**src/rtl/uart_frame_pkg.sv**
```systemverilog
// Shared UART0 frame definitions: header, version/count defaults, record types,
// error codes and the parser state encoding used by both directions.
package uart_frame_pkg;

  localparam logic [31:0] HEAD_DEF       = 32'h7FFF7FFF;
  localparam logic [15:0] VERSION_DEF    = 16'd0;
  localparam int          NUM_SIGNAL_DEF = 16;
  localparam logic [19:0] TIMEOUT_DEF    = 20'd100000;

  localparam logic [7:0] TYPE_DIG = 8'h03;
  localparam logic [7:0] TYPE_ANA = 8'h0C;

  localparam logic [2:0] ERR_NONE = 3'd0;
  localparam logic [2:0] ERR_VER  = 3'd1;
  localparam logic [2:0] ERR_CNT  = 3'd2;
  localparam logic [2:0] ERR_IDX  = 3'd3;
  localparam logic [2:0] ERR_TYPE = 3'd4;
  localparam logic [2:0] ERR_TMO  = 3'd5;

  typedef enum logic [1:0] {
    ST_HUNT = 2'd0,
    ST_VER  = 2'd1,
    ST_REC  = 2'd2
  } frame_state_e;

  // Byte sel of word1 in wire order: ver lo, ver hi, count lo, count hi.
  function automatic logic [7:0] word1_byte(input logic [15:0] ver,
                                            input logic [15:0] num,
                                            input logic [1:0]  sel);
    logic [7:0] b;
    case (sel)
      2'd0:    b = ver[7:0];
      2'd1:    b = ver[15:8];
      2'd2:    b = num[7:0];
      default: b = num[15:8];
    endcase
    return b;
  endfunction

endpackage

```
**src/rtl/rx_head_hunt.sv**
```systemverilog
// Header hunter: 32-bit byte shift register (newest byte in the top lane, as the
// header is sent LSB byte first) plus the HEAD comparator.
module rx_head_hunt
  import uart_frame_pkg::*;
#(
  parameter logic [31:0] HEAD = HEAD_DEF
) (
  input  logic       clk,
  input  logic       rst,
  input  logic       shift_en,
  input  logic       clr,
  input  logic [7:0] byte_in,
  output logic       match
);

  logic [31:0] sr_q, sr_d, sr_next;

  always_comb begin
    sr_next = {byte_in, sr_q[31:8]};
    match   = shift_en && (sr_next == HEAD);
    sr_d    = sr_q;
    // Clearing on a match keeps header bytes from seeding the next hunt.
    if (clr || match) begin
      sr_d = '0;
    end else if (shift_en) begin
      sr_d = sr_next;
    end
  end

  always_ff @(posedge clk or negedge rst) begin
    if (!rst) sr_q <= '0;
    else      sr_q <= sr_d;
  end

endmodule

```
**src/rtl/rx_ctrl_uart0.sv**
```systemverilog
// UART0 receive frame parser: drains the RX FIFO, finds the header, checks the
// version/count word and emits one strobe per 4-byte signal record.
module rx_ctrl_uart0
  import uart_frame_pkg::*;
#(
  parameter logic [15:0] VERSION    = VERSION_DEF,
  parameter int          NUM_SIGNAL = NUM_SIGNAL_DEF,
  parameter logic [31:0] HEAD       = HEAD_DEF,
  parameter logic [19:0] TIMEOUT    = TIMEOUT_DEF
) (
  input  logic        clk,
  input  logic        rst,
  input  logic        ena,
  input  logic        rx_fifo_empty,
  output logic        rx_fifo_ren,
  input  logic [7:0]  rx_fifo_rdata,
  output logic        sig_val,
  output logic [4:0]  sig_idx,
  output logic        sig_analog,
  output logic [15:0] sig_data,
  output logic        frame_ok,
  output logic        frame_err,
  output logic [2:0]  err_code,
  output logic [15:0] frame_cnt,
  output logic [15:0] err_cnt
);

  localparam logic [15:0] NUM_W    = 16'(NUM_SIGNAL);
  localparam logic [4:0]  LAST_REC = 5'(NUM_SIGNAL - 1);

  frame_state_e state_q, state_d;

  logic        byte_v_q, byte_v_d, bv;
  logic [1:0]  bcnt_q, bcnt_d;
  logic [4:0]  rcnt_q, rcnt_d;
  logic [19:0] tmo_q, tmo_d;
  logic [4:0]  idx_q, idx_d;
  logic        ana_q, ana_d;
  logic [7:0]  lo_q, lo_d;

  logic        sig_val_q, sig_val_d;
  logic [4:0]  sig_idx_q, sig_idx_d;
  logic        sig_analog_q, sig_analog_d;
  logic [15:0] sig_data_q, sig_data_d;
  logic        frame_ok_q, frame_ok_d;
  logic        frame_err_q, frame_err_d;
  logic [2:0]  err_code_q, err_code_d;
  logic [15:0] frame_cnt_q, frame_cnt_d;
  logic [15:0] err_cnt_q, err_cnt_d;

  logic       match, hunt_shift, hunt_clr;
  logic       byte_bad, tmo_hit, err_fire, last_rec;
  logic [2:0] err_now;

  // Handshake: ren is only raised with no byte in flight; the FIFO presents
  // rdata on the following cycle, marked by byte_v. Dropping ena discards it.
  assign rx_fifo_ren = ena && !rx_fifo_empty && !byte_v_q;
  assign byte_v_d    = rx_fifo_ren;
  assign bv          = byte_v_q && ena;

  assign hunt_shift = bv && (state_q == ST_HUNT);
  assign hunt_clr   = !ena || err_fire;

  rx_head_hunt #(.HEAD(HEAD)) u_hunt (
    .clk      (clk),
    .rst      (rst),
    .shift_en (hunt_shift),
    .clr      (hunt_clr),
    .byte_in  (rx_fifo_rdata),
    .match    (match)
  );

  // Byte checks and timeout; a byte this cycle always pre-empts the timeout.
  always_comb begin
    byte_bad = 1'b0;
    err_now  = ERR_NONE;
    if (bv) begin
      case (state_q)
        ST_VER: begin
          if (rx_fifo_rdata != word1_byte(VERSION, NUM_W, bcnt_q)) begin
            byte_bad = 1'b1;
            err_now  = bcnt_q[1] ? ERR_CNT : ERR_VER;
          end
        end
        ST_REC: begin
          if ((bcnt_q == 2'd0) && (rx_fifo_rdata != {3'b000, rcnt_q})) begin
            byte_bad = 1'b1;
            err_now  = ERR_IDX;
          end else if ((bcnt_q == 2'd1) && (rx_fifo_rdata != TYPE_DIG) &&
                       (rx_fifo_rdata != TYPE_ANA)) begin
            byte_bad = 1'b1;
            err_now  = ERR_TYPE;
          end
        end
        default: ;
      endcase
    end
    tmo_hit = ena && !bv && (state_q != ST_HUNT) && (tmo_q == TIMEOUT - 20'd1);
    if (tmo_hit) err_now = ERR_TMO;
    err_fire = byte_bad || tmo_hit;
    last_rec = bv && (state_q == ST_REC) && (bcnt_q == 2'd3) && (rcnt_q == LAST_REC);
  end

  always_ff @(posedge clk or negedge rst) begin
    if (!rst) state_q <= ST_HUNT;
    else      state_q <= state_d;
  end

  always_comb begin
    state_d = state_q;
    if (!ena || err_fire) begin
      state_d = ST_HUNT;
    end else begin
      case (state_q)
        ST_HUNT: if (match) state_d = ST_VER;
        ST_VER:  if (bv && (bcnt_q == 2'd3)) state_d = ST_REC;
        ST_REC:  if (last_rec) state_d = ST_HUNT;
        default: state_d = ST_HUNT;
      endcase
    end
  end

  always_comb begin
    bcnt_d       = bcnt_q;
    rcnt_d       = rcnt_q;
    idx_d        = idx_q;
    ana_d        = ana_q;
    lo_d         = lo_q;
    tmo_d        = '0;
    sig_val_d    = 1'b0;
    sig_idx_d    = sig_idx_q;
    sig_analog_d = sig_analog_q;
    sig_data_d   = sig_data_q;
    frame_ok_d   = 1'b0;
    frame_err_d  = 1'b0;
    err_code_d   = err_code_q;
    frame_cnt_d  = frame_cnt_q;
    err_cnt_d    = err_cnt_q;

    if ((state_q != ST_HUNT) && !bv) tmo_d = tmo_q + 20'd1;

    if (!ena || err_fire || (state_q == ST_HUNT)) begin
      bcnt_d = '0;
      rcnt_d = '0;
    end else if (bv) begin
      // The 2-bit counter wraps 3->0 at the VER->REC hand-over and per record.
      bcnt_d = bcnt_q + 2'd1;
      if (state_q == ST_REC) begin
        case (bcnt_q)
          2'd0: idx_d = rx_fifo_rdata[4:0];
          2'd1: ana_d = (rx_fifo_rdata == TYPE_ANA);
          2'd2: lo_d  = rx_fifo_rdata;
          default: begin
            sig_val_d    = 1'b1;
            sig_idx_d    = idx_q;
            sig_analog_d = ana_q;
            sig_data_d   = {rx_fifo_rdata, lo_q};
            rcnt_d       = rcnt_q + 5'd1;
            if (last_rec) begin
              frame_ok_d  = 1'b1;
              frame_cnt_d = frame_cnt_q + 16'd1;
            end
          end
        endcase
      end
    end

    if (err_fire) begin
      frame_err_d = 1'b1;
      err_code_d  = err_now;
      if (err_cnt_q != 16'hFFFF) err_cnt_d = err_cnt_q + 16'd1;
    end
  end

  always_ff @(posedge clk or negedge rst) begin
    if (!rst) begin
      byte_v_q     <= 1'b0;
      bcnt_q       <= '0;
      rcnt_q       <= '0;
      tmo_q        <= '0;
      idx_q        <= '0;
      ana_q        <= 1'b0;
      lo_q         <= '0;
      sig_val_q    <= 1'b0;
      sig_idx_q    <= '0;
      sig_analog_q <= 1'b0;
      sig_data_q   <= '0;
      frame_ok_q   <= 1'b0;
      frame_err_q  <= 1'b0;
      err_code_q   <= ERR_NONE;
      frame_cnt_q  <= '0;
      err_cnt_q    <= '0;
    end else begin
      byte_v_q     <= byte_v_d;
      bcnt_q       <= bcnt_d;
      rcnt_q       <= rcnt_d;
      tmo_q        <= tmo_d;
      idx_q        <= idx_d;
      ana_q        <= ana_d;
      lo_q         <= lo_d;
      sig_val_q    <= sig_val_d;
      sig_idx_q    <= sig_idx_d;
      sig_analog_q <= sig_analog_d;
      sig_data_q   <= sig_data_d;
      frame_ok_q   <= frame_ok_d;
      frame_err_q  <= frame_err_d;
      err_code_q   <= err_code_d;
      frame_cnt_q  <= frame_cnt_d;
      err_cnt_q    <= err_cnt_d;
    end
  end

  assign sig_val    = sig_val_q;
  assign sig_idx    = sig_idx_q;
  assign sig_analog = sig_analog_q;
  assign sig_data   = sig_data_q;
  assign frame_ok   = frame_ok_q;
  assign frame_err  = frame_err_q;
  assign err_code   = err_code_q;
  assign frame_cnt  = frame_cnt_q;
  assign err_cnt    = err_cnt_q;

endmodule

```
**config.mk**
```make
export PLATFORM = sky130hd
export DESIGN_NAME = rx_ctrl_uart0
export DESIGN_NICKNAME = d
export VERILOG_FILES = /design/src/rtl/uart_frame_pkg.sv /design/src/rtl/rx_head_hunt.sv /design/src/rtl/rx_ctrl_uart0.sv
export SDC_FILE = /design/constraint.sdc
export NUM_CORES = 1
export LEC_CHECK = 0
export ABC_CLOCK_PERIOD_IN_PS = 3800
export CAP_MARGIN = 20
export CELL_PAD_IN_SITES_DETAIL_PLACEMENT = 1
export CELL_PAD_IN_SITES_GLOBAL_PLACEMENT = 2
export CORE_ASPECT_RATIO = 0.6
export CORE_MARGIN = 2
export CORE_UTILIZATION = 40
export DETAILED_ROUTE_END_ITERATION = 12
export PLACE_DENSITY = 0.89
export SLEW_MARGIN = 20
export SYNTH_ARGS = -nofsm -noshare
export SYNTH_HDL_FRONTEND = slang
export SYNTH_SLANG_ARGS = --single-unit
```
**constraint.sdc**
```tcl
create_clock -name clk -period 3.8 [get_ports clk]
set_input_delay 0.57 -clock clk [delete_from_list [all_inputs] [get_ports clk]]
set_output_delay 0.57 -clock clk [all_outputs]
set_load 0.1 [all_outputs]
```
==> impl_metrics.csv <==
group,metric,value,unit
logic_synthesis,avgSynthCellArea,11.7,µm²
timing,max_freq,0.330,GHz
power_and_ir_drop,power,3.21,mW
setup_path,r2r_end,"err_cnt[15]$_DFFE_PN0P_",
setup_path,critPathSlowestCell,"clkdlybuf4s50_1",
setup_path,path_depth,8,
setup_path,rr_worst_depth,7,
logic_synthesis,synth_top_area_share,0.517,
clock_tree,clock_sinks,128,
timing,finalMaxSlewViolations,0,
drt,wl_per_cell,19.2,µm
clock_tree,cts-root-buf,"clkbuf_16",
setup_path,worstPathCellList,"clkdlybuf4s50_1, or3_1, nor4_2, a21o_1, a21o_1, buf_4, nand3_4, a2111oi_4",
place,port_buffers,72,
drt,drt-total-wl,15.8,mm
setup_path,path_common_cell,"a21o_1",
place,dpl.hpwl,10.6,mm
worst_hold_path,hp-class,"in -> async",
floorplanning,num_rows,35,
floorplanning,design.die.area,0.0165,mm²
setup_path,max_stage_delay,0.52,ns
global_routing,grt_overflow,0,
drt,num_vias,4390,
timing,period_share,0.798,
global_routing,grt.total_usage,0.205,
logic_synthesis,ys_types,51,
logic_synthesis,ys_ff_latch,128,
drt,ant_nets,0,
floorplanning,design.core.area,0.0152,mm²
setup_path,cp-start-kind,"input port",
logic_synthesis,synth_commonest_cells,"dfrtp_1, nor2_1, xor2_1",
setup_path,required,4.12,ns
drt,drt-vias-per-instance,5.34,
cells_and_area,stdcell_area,0.00772,mm²
logic_synthesis,synth_nets,556,
clock_tree,path_clk_slew,0.06,ns
timing,setup_viol,0,
timing,setup_tns,0,ns
floorplanning,pin_count,73,
logic_synthesis,synth_edf_count,0,
setup_path,r2r-start,"tmo_q[0]$_DFF_PN0_",
cells_and_area,final_util,0.507,
setup_path,critical_path_arrival,3.35,ns
timing,hold_viol,0,
cells_and_area,final_cells,822,
drt,first_pass_iters,4,
power_and_ir_drop,powerDensity,415,mW/mm²
place,placed_cell_area,0.00710,mm²
clock_tree,cts_hold_buf,0,
floorplanning,die_w,165,µm
global_routing,antenna_found_initial,0,
floorplanning,start_util,0.406,
logic_synthesis,yosysSeqAreaShare,0.517,
logic_synthesis,synth_flop_cell,"dfrtp_1",
power_and_ir_drop,ir_drop,237,µV
setup_path,end_kind,"register",
cells_and_area,syn2layout_area_growth,24.7,%
drt,drt_iter0_markers,211,
logic_synthesis,synthArstFlopShare,1.00,
logic_synthesis,syn_area,0.00619,mm²
cells_and_area,nets,634,
run,maxCapViolCount,0,
setup_path,critPathMaxFanout,23,
setup_path,critPathTopFamily,"simple AND/OR/NAND/NOR gates",
timing,skew,0.00763,ns
logic_synthesis,synth_area_leaders,"dfrtp_1, xor2_1, mux2i_1, mux2_4, nor2_1",
global_routing,grt_pass1_vias,4723,
setup_path,cp-startpoint,"rx_fifo_rdata[5]",
clock_tree,cts_tree,"done",
floorplanning,die_height,100,µm
setup_path,cp-endpoint,"rcnt_q[4]$_DFFE_PN0P_",
place,place_inst,791,
timing,rsz0062_at_grt,"false",
run_status,status,"complete, no violations",
clock_tree,cts_resized,0,
drt,drc_errors,0,
logic_synthesis,syn_inst,529,
logic_synthesis,yosysWarnings,0,
logic_synthesis,yosysTopAreaCell,"dfrtp_1",
timing,slew_headroom,0.328,
clock_tree,numCtsBuffers,17,
power_and_ir_drop,p_leak,3.48,nW
clock_tree,clockBufferDepth,2,
logic_synthesis,yosysMostFrequentCell,"dfrtp_1",
clock_tree,cts.htree.levels,4,
cells_and_area,drive_gt1_frac,0.150,
clock_tree,insertion_delay,0.42,ns
setup_path,crit_buf_inv,2,
timing,period_needed,3.03,ns
global_routing,grt_max_degree,72,
setup_path,r2r_setup_slack,0.90,ns
clock_tree,post_cts_buffers,0,
timing,tightest_slew,1.01,ns
cells_and_area,n_antenna_cell,0,
setup_path,path_class,"in -> reg",
global_routing,grt_first_pass_wirelength,25.9,mm
place,place_congestion,0.818,
## kinds of logic after synthesis
kind of cell	count (synthesis)	share of synthesized area
fa+ha+maj	15	0.0303
buf+inv	45	0.0394
compound gates	40	0.0527
xor+xnor	52	0.0735
simple gates	181	0.157
flops	128	0.517
mux	68	0.129
## where the power goes
group | total [mW] | switching, mW | internal (mW)
Clock | 1.74 | 0.619 | 1.12
Combinational | 0.0930 | 0.0646 | 0.0284
Sequential | 1.37 | 0.00470 | 1.37
Total | 3.21 | 0.688 | 2.52
## flip-flops by register name (all words and copies together), names as in the netlist, 5 cells and up
signal and count:
idx_q 5, rcnt_q 5, lo_q 8, frame_cnt 16, sig_idx 5, u_hunt.sr_q 24
err_cnt 16, tmo_q 20, sig_data 16
## worst min-delay path by stage
stage / slack, ns / to / cells past startpoint
floorplan: 0.27 / ana_q$_DFFE_PN0P_ / 0
global placement: 0.46 / frame_cnt[15]$_DFFE_PN0P_ / 1
detailed placement: 0.46 / frame_cnt[15]$_DFFE_PN0P_ / 1
CTS: 0.31 / u_hunt.sr_q[16]$_DFFE_PN0P_ / 1
global route: 0.35 / sig_data[4]$_DFFE_PN0P_ / 1
finish: 0.28 / sig_data[4]$_DFFE_PN0P_ / 1
## layout by cell type, fill, tap and decap left out, types with 3 or more instances in the layout
cell               n
clkinvlp_4         3
clkbuf_16         17
xor2_1            35
buf_4             15
clkinv_2           4
mux2_2            11
a21oi_1            9
bufinv_16          4
nor2_1            56
dfrtp_1          128
nor3_2             6
and3_1            16
mux2i_1           29
a2111oi_0          9
or3_1              4
mux2_1             9
a211oi_1           5
ha_1              15
nand3_1           25
nand2_1           25
nor3_1             8
xnor2_1           17
mux2_4            19
clkdlybuf4s50_1   70
nand4_1           16
inv_1             18
nor4_1             7
o21ai_0            3
## final cells by class
| cell class | instances | area (µm²) |
|---|---|---|
| fillers | 1627 | 7520 |
| clock buffers | 20 | 457 |
| repair buffers | 86 | 833 |
| well taps | 203 | 254 |
| multi-input cells | 356 | 2750 |
| flip-flops and latches | 128 | 3200 |
| clock inverters | 11 | 163 |
| inverters | 18 | 67.6 |
## per-stage QoR
stage / setup slack (ns) / hold slack (ns)
3_5_place_dp: 0.365 / 0.461
3_3_place_gp: 0.504 / 0.456
6_report: 0.769 / 0.280
4_1_cts: 0.765 / 0.314
2_1_floorplan: 1.16 / 0.274
5_1_grt: 0.543 / 0.350
## metal layers
layer	global-route usage	routed length (µm)	up-vias
met5	0	0	-
met4	0.0816	257	0
met3	0.0417	586	23
met2	0.323	7360	87
met1	0.279	7620	2265
li1	-	-	2015
No activity file was read; power rests on OpenSTA's default activity.
